File: config.mk
export PLATFORM = sky130hd
export DESIGN_NAME = counter_server_flat
export DESIGN_NICKNAME = d
export VERILOG_FILES = /design/src/rtl/counter_server_if.sv /design/src/rtl/counter_server.sv /design/src/flat_wrapper.sv
export SDC_FILE = /design/constraint.sdc
export NUM_CORES = 2
export LEC_CHECK = 0
export BUFFER_PORTS_ARGS = -buffer_cell sky130_fd_sc_hd__buf_2
export CAP_MARGIN = 10
export CORE_MARGIN = 4
export CORE_UTILIZATION = 35
export DETAILED_ROUTE_END_ITERATION = 7
export PLACE_DENSITY_LB_ADDON = 0.08
export SYNTH_ARGS = -nofsm -noshare
export SYNTH_HDL_FRONTEND = slang
export SYNTH_SLANG_ARGS = --single-unit
File: constraint.sdc
create_clock -name clk -period 10.61 [get_ports clk]
set_input_delay 2.122 -clock clk [delete_from_list [all_inputs] [get_ports clk]]
set_output_delay 2.122 -clock clk [all_outputs]
set_load 0.1 [all_outputs]
File: src/rtl/counter_server_if.sv
`default_nettype none
// ============================================================================
//  Module      : counter_server_if
//  Description : Request/response bundle between the kernel clients and the
//                counters server.
//                  rx_*  : request channel (client -> server), rx_full is the
//                          backpressure back toward the clients
//                  rsp_* : registered READ response (server -> client),
//                          rsp_full is the sink's backpressure
//                master modport = client side, slave modport = server side.
//  Revision    : 1.0  initial release
// ============================================================================
interface counter_server_if #(
    parameter int IDX_W = 6,
    parameter int CTR_W = 32,
    parameter int ARG_W = 32,
    parameter int ID_W  = 8
);
    logic             rx_valid;
    logic [ID_W-1:0]  rx_srcid;
    logic [ID_W-1:0]  rx_dstid;
    logic [ARG_W-1:0] rx_arg0;
    logic [ARG_W-1:0] rx_arg1;
    logic [ARG_W-1:0] rx_arg2;
    logic             rx_full;

    logic             rsp_valid;
    logic [ID_W-1:0]  rsp_srcid;
    logic [IDX_W-1:0] rsp_idx;
    logic [CTR_W-1:0] rsp_data;
    logic             rsp_full;

    modport master (
        output rx_valid, rx_srcid, rx_dstid, rx_arg0, rx_arg1, rx_arg2,
        input  rx_full,
        input  rsp_valid, rsp_srcid, rsp_idx, rsp_data,
        output rsp_full
    );

    modport slave (
        input  rx_valid, rx_srcid, rx_dstid, rx_arg0, rx_arg1, rx_arg2,
        output rx_full,
        output rsp_valid, rsp_srcid, rsp_idx, rsp_data,
        input  rsp_full
    );
endinterface
`default_nettype wire

File: src/rtl/counter_server.sv
`default_nettype none
// ============================================================================
//  Module      : counter_server
//  Description : Server end of the counters service. Requests (INC / READ /
//                CLEAR) enter a small FIFO and are applied to a counter RAM by
//                a 2-stage read-modify-write pipeline; READs produce a
//                registered response.
//  Ports       : clk, rst_n    - clock, synchronous active-low reset
//                bus (slave)   - request channel in, response channel out
//                init_done     - counter clear sweep finished
//                drop_cnt      - requests lost to overflow / init (saturating)
//                bad_cnt       - bad opcode or index requests (saturating)
//  Revision    : 1.0  initial release
// ============================================================================
module counter_server #(
    parameter int NUM_CTRS   = 64,
    parameter int IDX_W      = 6,
    parameter int CTR_W      = 32,
    parameter int ARG_W      = 32,
    parameter int ID_W       = 8,
    parameter int FIFO_DEPTH = 8
) (
    input  logic            clk,
    input  logic            rst_n,
    counter_server_if.slave bus,
    output logic            init_done,
    output logic [15:0]     drop_cnt,
    output logic [15:0]     bad_cnt
);

    localparam int c_PTR_W = (FIFO_DEPTH > 1) ? $clog2(FIFO_DEPTH) : 1;
    localparam int c_CNT_W = $clog2(FIFO_DEPTH + 1);

    localparam logic [0:0] c_ST_INIT = 1'b0;
    localparam logic [0:0] c_ST_RUN  = 1'b1;

    localparam logic [1:0] c_OP_INC   = 2'd0;
    localparam logic [1:0] c_OP_READ  = 2'd1;
    localparam logic [1:0] c_OP_CLEAR = 2'd2;

    typedef struct packed {
        logic [ID_W-1:0]  srcid;
        logic [IDX_W-1:0] idx;
        logic [1:0]       op;
        logic [CTR_W-1:0] amt;
        logic             bad;
    } req_t;

    // ---------------------------------------------------------------- FSM
    logic [0:0]       r_state;
    logic [0:0]       w_state_nxt;
    logic [IDX_W-1:0] r_init_idx;
    logic             w_init_we;

    always_ff @(posedge clk) begin
        if (!rst_n) r_state <= c_ST_INIT;
        else        r_state <= w_state_nxt;
    end

    always_comb begin
        w_state_nxt = r_state;
        case (r_state)
            c_ST_INIT: if (r_init_idx == IDX_W'(NUM_CTRS - 1)) w_state_nxt = c_ST_RUN;
            default:   w_state_nxt = r_state;
        endcase
    end

    logic [c_CNT_W-1:0] r_count;

    always_comb begin
        w_init_we   = (r_state == c_ST_INIT);
        init_done   = (r_state == c_ST_RUN);
        // Threshold leaves two slots for requests already in the clients' tx registers.
        bus.rx_full = w_init_we || (r_count >= c_CNT_W'(FIFO_DEPTH - 2));
    end

    always_ff @(posedge clk) begin
        if (!rst_n)                  r_init_idx <= '0;
        else if (r_state == c_ST_INIT) r_init_idx <= r_init_idx + IDX_W'(1);
    end

    // --------------------------------------------------------------- FIFO
    req_t               r_fifo [FIFO_DEPTH];
    logic [c_PTR_W-1:0] r_wr_ptr;
    logic [c_PTR_W-1:0] r_rd_ptr;
    req_t               w_in_req;
    req_t               w_head;
    logic               w_stall;
    logic               w_pop;
    logic               w_push_ok;
    logic               w_drop;

    function automatic logic [c_PTR_W-1:0] ptr_inc(input logic [c_PTR_W-1:0] p);
        return (p == c_PTR_W'(FIFO_DEPTH - 1)) ? '0 : p + c_PTR_W'(1);
    endfunction

    always_comb begin
        w_in_req.srcid = bus.rx_srcid;
        w_in_req.idx   = bus.rx_arg0[IDX_W-1:0];
        w_in_req.op    = bus.rx_arg2[1:0];
        w_in_req.amt   = bus.rx_arg1[CTR_W-1:0];
        w_in_req.bad   = (bus.rx_arg0 >= ARG_W'(NUM_CTRS)) || (bus.rx_arg2 > ARG_W'(2));
    end

    assign w_head    = r_fifo[r_rd_ptr];
    assign w_pop     = (r_state == c_ST_RUN) && !w_stall && (r_count != '0);
    // A pop in the same cycle frees a slot, so a push at full still lands.
    assign w_push_ok = bus.rx_valid && (r_state == c_ST_RUN) &&
                       ((r_count < c_CNT_W'(FIFO_DEPTH)) || w_pop);
    assign w_drop    = bus.rx_valid && !w_push_ok;

    always_ff @(posedge clk) begin
        if (w_push_ok) r_fifo[r_wr_ptr] <= w_in_req;
    end

    always_ff @(posedge clk) begin
        if (!rst_n) begin
            r_wr_ptr <= '0;
            r_rd_ptr <= '0;
            r_count  <= '0;
        end else begin
            if (w_push_ok) r_wr_ptr <= ptr_inc(r_wr_ptr);
            if (w_pop)     r_rd_ptr <= ptr_inc(r_rd_ptr);
            r_count <= r_count + c_CNT_W'(w_push_ok) - c_CNT_W'(w_pop);
        end
    end

    // ----------------------------------------------------- RAM + pipeline
    logic [CTR_W-1:0] r_mem [NUM_CTRS];
    logic [CTR_W-1:0] r_rd_data;
    logic             r_s1_valid;
    req_t             r_s1;
    logic             r_s2_valid;
    req_t             r_s2;
    logic [CTR_W-1:0] r_s2_opnd;
    logic [CTR_W-1:0] w_s2_new;
    logic             w_s2_we;
    logic             w_s2_rsp;
    logic [CTR_W-1:0] w_s1_opnd;
    logic             w_we;
    logic [IDX_W-1:0] w_waddr;
    logic [CTR_W-1:0] w_wdata;

    assign w_s2_rsp = r_s2_valid && !r_s2.bad && (r_s2.op == c_OP_READ);
    assign w_stall  = w_s2_rsp && bus.rsp_full;
    assign w_s2_we  = r_s2_valid && !r_s2.bad && (r_s2.op != c_OP_READ);
    assign w_s2_new = (r_s2.op == c_OP_CLEAR) ? '0 : r_s2_opnd + r_s2.amt;

    assign w_we    = w_init_we || w_s2_we;
    assign w_waddr = w_init_we ? r_init_idx : r_s2.idx;
    assign w_wdata = w_init_we ? '0 : w_s2_new;

    // Request in S2 has not landed in the RAM yet when S1 read was issued.
    assign w_s1_opnd = (w_s2_we && (r_s2.idx == r_s1.idx)) ? w_s2_new : r_rd_data;

    always_ff @(posedge clk) begin
        if (w_we) r_mem[w_waddr] <= w_wdata;
        // Write-to-read bypass covers the write that lands on the read edge.
        if (w_pop) r_rd_data <= (w_we && (w_waddr == w_head.idx)) ? w_wdata : r_mem[w_head.idx];
    end

    always_ff @(posedge clk) begin
        if (!rst_n) begin
            r_s1_valid <= 1'b0;
            r_s2_valid <= 1'b0;
        end else if (!w_stall) begin
            r_s1_valid <= w_pop;
            r_s2_valid <= r_s1_valid;
        end
    end

    always_ff @(posedge clk) begin
        if (!w_stall) begin
            if (w_pop) r_s1 <= w_head;
            r_s2      <= r_s1;
            r_s2_opnd <= w_s1_opnd;
        end
    end

    // ------------------------------------------------- response + counters
    logic             r_rsp_valid;
    logic [ID_W-1:0]  r_rsp_srcid;
    logic [IDX_W-1:0] r_rsp_idx;
    logic [CTR_W-1:0] r_rsp_data;
    logic [15:0]      r_drop_cnt;
    logic [15:0]      r_bad_cnt;

    always_ff @(posedge clk) begin
        if (!rst_n) begin
            r_rsp_valid <= 1'b0;
            r_rsp_srcid <= '0;
            r_rsp_idx   <= '0;
            r_rsp_data  <= '0;
        end else if (w_s2_rsp && !bus.rsp_full) begin
            r_rsp_valid <= 1'b1;
            r_rsp_srcid <= r_s2.srcid;
            r_rsp_idx   <= r_s2.idx;
            r_rsp_data  <= r_s2_opnd;
        end else begin
            r_rsp_valid <= 1'b0;
        end
    end

    always_ff @(posedge clk) begin
        if (!rst_n) begin
            r_drop_cnt <= '0;
            r_bad_cnt  <= '0;
        end else begin
            if (w_drop && (r_drop_cnt != 16'hFFFF)) r_drop_cnt <= r_drop_cnt + 16'd1;
            // A bad request never stalls, so it sits in S2 for exactly one cycle.
            if (r_s2_valid && r_s2.bad && (r_bad_cnt != 16'hFFFF)) r_bad_cnt <= r_bad_cnt + 16'd1;
        end
    end

    assign bus.rsp_valid = r_rsp_valid;
    assign bus.rsp_srcid = r_rsp_srcid;
    assign bus.rsp_idx   = r_rsp_idx;
    assign bus.rsp_data  = r_rsp_data;
    assign drop_cnt      = r_drop_cnt;
    assign bad_cnt       = r_bad_cnt;

endmodule
`default_nettype wire

File: src/flat_wrapper.sv
// flat-port wrapper written by rule: the top's interface ports become plain ports
module counter_server_flat 
#(
    parameter int NUM_CTRS   = 64,
    parameter int IDX_W      = 6,
    parameter int CTR_W      = 32,
    parameter int ARG_W      = 32,
    parameter int ID_W       = 8,
    parameter int FIFO_DEPTH = 8
)
  (clk, rst_n, init_done, drop_cnt, bad_cnt, bus_rx_valid, bus_rx_srcid, bus_rx_dstid, bus_rx_arg0, bus_rx_arg1, bus_rx_arg2, bus_rx_full, bus_rsp_valid, bus_rsp_srcid, bus_rsp_idx, bus_rsp_data, bus_rsp_full);
  counter_server_if #(.IDX_W(IDX_W), .CTR_W(CTR_W), .ARG_W(ARG_W), .ID_W(ID_W)) bus_i ();
  input  logic clk;
  input  logic rst_n;
  output logic init_done;
  output logic [15:0] drop_cnt;
  output logic [15:0] bad_cnt;
  input wire logic [$bits(bus_i.rx_valid)-1:0] bus_rx_valid;
  input wire logic [$bits(bus_i.rx_srcid)-1:0] bus_rx_srcid;
  input wire logic [$bits(bus_i.rx_dstid)-1:0] bus_rx_dstid;
  input wire logic [$bits(bus_i.rx_arg0)-1:0] bus_rx_arg0;
  input wire logic [$bits(bus_i.rx_arg1)-1:0] bus_rx_arg1;
  input wire logic [$bits(bus_i.rx_arg2)-1:0] bus_rx_arg2;
  output wire logic [$bits(bus_i.rx_full)-1:0] bus_rx_full;
  output wire logic [$bits(bus_i.rsp_valid)-1:0] bus_rsp_valid;
  output wire logic [$bits(bus_i.rsp_srcid)-1:0] bus_rsp_srcid;
  output wire logic [$bits(bus_i.rsp_idx)-1:0] bus_rsp_idx;
  output wire logic [$bits(bus_i.rsp_data)-1:0] bus_rsp_data;
  input wire logic [$bits(bus_i.rsp_full)-1:0] bus_rsp_full;
  assign bus_i.rx_valid = bus_rx_valid;
  assign bus_i.rx_srcid = bus_rx_srcid;
  assign bus_i.rx_dstid = bus_rx_dstid;
  assign bus_i.rx_arg0 = bus_rx_arg0;
  assign bus_i.rx_arg1 = bus_rx_arg1;
  assign bus_i.rx_arg2 = bus_rx_arg2;
  assign bus_rx_full = bus_i.rx_full;
  assign bus_rsp_valid = bus_i.rsp_valid;
  assign bus_rsp_srcid = bus_i.rsp_srcid;
  assign bus_rsp_idx = bus_i.rsp_idx;
  assign bus_rsp_data = bus_i.rsp_data;
  assign bus_i.rsp_full = bus_rsp_full;
  counter_server #(.NUM_CTRS(NUM_CTRS), .IDX_W(IDX_W), .CTR_W(CTR_W), .ARG_W(ARG_W), .ID_W(ID_W), .FIFO_DEPTH(FIFO_DEPTH)) u_core (.clk(clk), .rst_n(rst_n), .bus(bus_i), .init_done(init_done), .drop_cnt(drop_cnt), .bad_cnt(bad_cnt));
endmodule
* Word-level counts from Yosys, hierarchy flattened
Memories as Yosys holds them, arrays and structs flattened. A register that Yosys moved wholly into a read port is not among the register bits.
Index checks and enable logic that the tools add are counted.
** Storage, ports and cells
- Bits in registers :: 228
- Bits in writable memories :: 2440
- Bits of input ports :: 116
- Output and inout port bits :: 81
- Word-level logic and storage cells :: 88
- Memories :: 2
** Memories
- u_core.r_mem :: depth 64, bits a word 32, read ports 1, clocked after memory_dff 1, write ports 1, RTL line counter_server.sv:129 : logic [CTR_W-1:0] r_mem [NUM_CTRS];
- u_core.r_fifo :: depth 8, bits a word 49, read ports 1, clocked after memory_dff 1, write ports 1, RTL line counter_server.sv:83 : req_t r_fifo [FIFO_DEPTH];
** Cells by class
- Add/subtract/negate cells :: 8
- $lt $le $gt $ge :: 4
- Equal/unequal tests :: 9
- Muxes and demuxes :: 15
- Bitwise gates (word level) :: 2
- Reduce and logical (&&, ||, !) cells :: 24
** Operators with widths (count)
- 2-to-1 mux 32 bit :: 3
- adder 16 x 1 -> 16 bit (second input constant) :: 2
- adder 32 bit :: 1
- greater-or-equal comparator 32 x 7 -> 1 bit (second input constant) :: 1
- greater-than comparator 32 x 2 -> 1 bit (second input constant) :: 1
- != test 16 bit (second input constant) :: 2
- logical AND 1 bit :: 14
- 2-to-1 mux 3 bit :: 4
- 2-to-1 mux 1 bit :: 7
- adder 3 x 1 -> 3 bit (second input constant) :: 2
- adder 6 x 1 -> 6 bit (second input constant) :: 1
- == test 3 bit (second input constant) :: 2
- == test 6 bit :: 1
- == test 6 bit (second input constant) :: 1
- 2-to-1 mux 6 bit :: 1
- adder 4 x 1 -> 4 bit :: 1
- greater-or-equal comparator 4 x 3 -> 1 bit (second input constant) :: 1
- logical NOT 1 bit :: 4
- logical OR 1 bit :: 4
- less-than comparator 4 bit (second input constant) :: 1
- nonzero test 4 bit :: 1
- subtractor 4 x 1 -> 4 bit :: 1
- == test 2 x 1 -> 1 bit (second input constant) :: 1
- == test 2 bit (second input constant) :: 1
- other kinds (3) :: 4

* Depth between registers and ports, before layout
- Depth in word-level cells :: 12
- Depth in mapped cells :: 16
- Gate-level depth less buffers :: 12

* Least setup slack after synthesis
Ideal clock, no wire load.
- Kind :: input to register
- Start point :: in bus_rsp_full
- End point :: mem u_core.r_fifo[0][0] (netlist name) (enable)
- Setup time :: 0.577 ns
- Arrival :: 10.626 ns
- Required time :: 10.033 ns
- Setup slack :: -0.593 ns
- Stages on the path :: 3
- Path buffers :: 0
- Path through :: a211oi_1 o21ai_1 nor4_1
** Between the ends
- Word-level cells in the longest chain between the ends :: 8
** RTL lines
- start: declaration :: RTL line flat_wrapper.sv:29 : input wire logic [$bits(bus_i.rsp_full)-1:0] bus_rsp_full;
- logical AND 1 bit :: RTL line counter_server.sv:145 : assign w_stall = w_s2_rsp && bus.rsp_full;
- logical NOT 1 bit :: RTL line counter_server.sv:106 : assign w_pop = (r_state == c_ST_RUN) && !w_stall && (r_count != '0);
- logical AND 1 bit (2 in series) :: RTL line counter_server.sv:106
- logical OR 1 bit :: RTL line counter_server.sv:109 : ((r_count < c_CNT_W'(FIFO_DEPTH)) || w_pop);
- logical AND 1 bit :: RTL line counter_server.sv:108 : assign w_push_ok = bus.rx_valid && (r_state == c_ST_RUN) &&
- 2-to-1 mux 1 bit :: RTL line counter_server.sv:113 : if (w_push_ok) r_fifo[r_wr_ptr] <= w_in_req;
- 2-to-1 mux 1 bit (not written as such) :: RTL line counter_server.sv:113
- end: declaration :: RTL line counter_server.sv:83
No other way between the ends.

==> qor.yml <==
status:
  outcome: "finished clean"
finish:
  syn_to_final_growth_pct: 14.74
  drive_above_1_share_pct: 13.60
  design_area_um2: 122800
  fin_nets: 7986
place:
  dpl.hpwl_mm: 181.4
  gp_congestion: 0.8080
  port_buffers: 188
  place_area_um2: 113600
sta:
  tightest_slew_ps: 1190
  rsz0062_at_grt: "false"
  fin_crit_sh_pct: 52.98
  fin_crit_ps: 5622
  max_freq_mhz: 177.9
  finalHoldViolCount: 0
  maxSlewViolCount: 0
  setup_viol: 0
  clock_skew_ps: 68.54
  tns_ps: 0
  worst_slew_margin_rel_pct: 20.08
yosys:
  synth_edf_count: 2602
  syn-mean-instance-area_um2: 14.11
  syn-cell-area_um2: 107100
  syn-num-nets: 7750
  yosysMostFrequentCell: "edfxtp_1"
  synth_cell_types: 79
  synth_seq_cells: 2703
  synth-main-ff-cell: "edfxtp_1"
  syn-instance-count: 7587
  yosys_warnings: 0
  yosysTopAreaCell: "edfxtp_1"
  yosys.area.top_type_share_pct: 72.98
  synth_area_leaders: "edfxtp_1, nand2_1, nand3_1"
  synth_common_cells: "edfxtp_1, nand2_1, nand3_1"
  postSynth.asyncResetShare_pct: 0
  ys_seq_area_share_pct: 74.87
hold_path:
  hold_class: "reg2reg"
  whs_endpoint: "u_core.r_s2[11]"
  hold_depth: 0
  hp-start: "u_core.r_s1[11]"
cts:
  clkTransAtPathRegs_ps: 60
  root_buffer: "clkbuf_16"
  cts_buffers: 305
  cts.sinks: 2703
  cts_tree: "built"
  cts.repair.resized: 0
  hold_buffers: 0
  insertion_delay_ps: 900
  cts_max_level: 5
  post-cts-setup-buffer-count: 0
  clock_path_buffers: 4
grt:
  grt_max_degree: 205
  antenna_found_initial: 28
  grt_pass1_vias: 62480
  grt.overflow.total: 0
  grt_usage_pct: 20.97
  grt_pass1_wl_mm: 478.9
routing:
  vias_per_cell: 5.316
  route.detailed.drc: 0
  wl_met3_mm: 15.72
  dr_total_vias: 64630
  wl_met1_mm: 153.2
  drt_iter0_drc: 5862
  avgRoutedWirePerCell_um: 27.93
  route.met2.wl_mm: 158.1
  firstDrtPassIters: 6
  antenna_left: 0
  drt_wl_total_mm: 339.6
  dr.max_layer_used: "met5"
job:
  cap_violations: 0
setup_path:
  cp.arrival_ps: 6240
  timing.rr.end: "u_core.r_rd_data[2]"
  rrSetupSlack_ps: 4990
  cp-start-kind: "register"
  worstSetupPathType: "reg2reg"
  crit_path_end_kind: "register"
  r2r_cells: 11
  critPathRequiredTime_ps: 11230
  worstPathMaxFanout: 118
power:
  leakage_uw: 0.04313
  power_uw: 21670
  powerDensity_nw_per_um2: 176.4
  irDropWorstVdd_uv: 111.3
floorplanning:
  initial_core_util_pct: 35.24
  fp.dieH_um: 561.1
  dieArea_um2: 314800
  core-area_um2: 303800
  ioPinCount: 197
  core.rowCount: 202
  fp.dieW_um: 561.1
[final cells by class]
class	count	area [um2]
Tap cell	4080	5105
Antenna cell	13	32.53
Clock inverter	140	993.5
Multi-Input combinational cell	4400	25590
Inverter	29	156.4
Clock buffer	409	8229
Fill cell	28320	181000
Sequential cell	2703	80170
Timing Repair Buffer	384	2562
[critical path, cell delays in order (launching register included)]
cell,delay (ps)
dfxtp_4,640
mux2i_1,150
mux4_4,1010
inv_16,510
buf_4,510
buf_4,580
mux4_2,580
a22o_1,190
nor3_1,360
a31oi_1,100
mux2i_1,340
a31oi_1,100
[sequential cells by signal, indices dropped and copies added (netlist names), named ones only]
register	flops
u_core.bad_cnt	16
u_core.bus.rsp_data	32
u_core.bus.rsp_idx	6
u_core.bus.rsp_srcid	8
u_core.bus.rsp_valid	1
u_core.drop_cnt	16
u_core.init_done	1
u_core.r_count	4
u_core.r_fifo	392
u_core.r_init_idx	6
u_core.r_mem	2048
u_core.r_rd_data	32
u_core.r_rd_ptr	3
u_core.r_s1	49
u_core.r_s1_valid	1
u_core.r_s2	49
u_core.r_s2_opnd	32
u_core.r_s2_valid	1
u_core.r_wr_ptr	3
[cells by family (layout without fill, tap and decap cells)]
group	after synthesis	in the layout	synth area share, %
AOI/OAI and AO/OA	767	767	5.019
DFF	2703	2703	74.87
other	0	13	0
xor gates and xnor gates	68	68	0.5563
buffers and inverters	484	962	2.013
adders and majority gates	47	47	0.5633
and+or+nand+nor	3288	3288	13.23
muxes	230	230	3.748
[worst max-delay path by stage]
stage | cells after the start | start | end
floorplan | 5 | bus_rsp_full | u_core.r_fifo[1][0]
global placement | 9 | register | u_core.r_rd_data[8]
detailed placement | 9 | register | u_core.r_rd_data[8]
CTS | 9 | register | u_core.r_rd_data[8]
global route | 9 | register | u_core.r_rd_data[8]
finish | 11 | register | u_core.r_rd_data[2]
[per-stage QoR]
step                      std cells  worst slack, ps  utilization, %  hold slack [ps]
after floorplan                7587            527.9               -            400.3
after global placement        11600             5035           37.39            401.3
after detailed placement      11600             5017           37.39            405.2
after CTS                     12150             5024           40.42            419.1
after global routing          12150             4759           40.43            424.7
final                         12160             4988           40.43            416.1
[routing by layer]
metal | up-vias | track usage, %
met3 | 500 | 2.572
met4 | 16 | 7.149
li1 | 28860 | -
met5 | - | 0
met2 | 1721 | 33.51
met1 | 33530 | 29.71
[where the power goes]
part           leakage, uW  internal, uW  switching (uW)
clock network      0.00452          5690            4230
logic               0.0100          34.6             113
registers           0.0286         11600            10.5
total               0.0431         17300            4360
[cell usage in the layout (no fill, tap or decap), drive strengths merged, types with 41 or more instances in the layout]
master and count:
a21boi 55, ha 45, clkbuf 409, a31oi 192, clkinv 117, a32oi 52, and2 44, buf 384
mux4 131, edfxtp 2602, xnor2 42, nor2 141, a21oi 137, dfxtp 101, o21ai 56, nand2 2110
nand3 635, a311oi 139, inv 41, mux2 57, and3 230, mux2i 42
(Power assumes the default switching activity.)
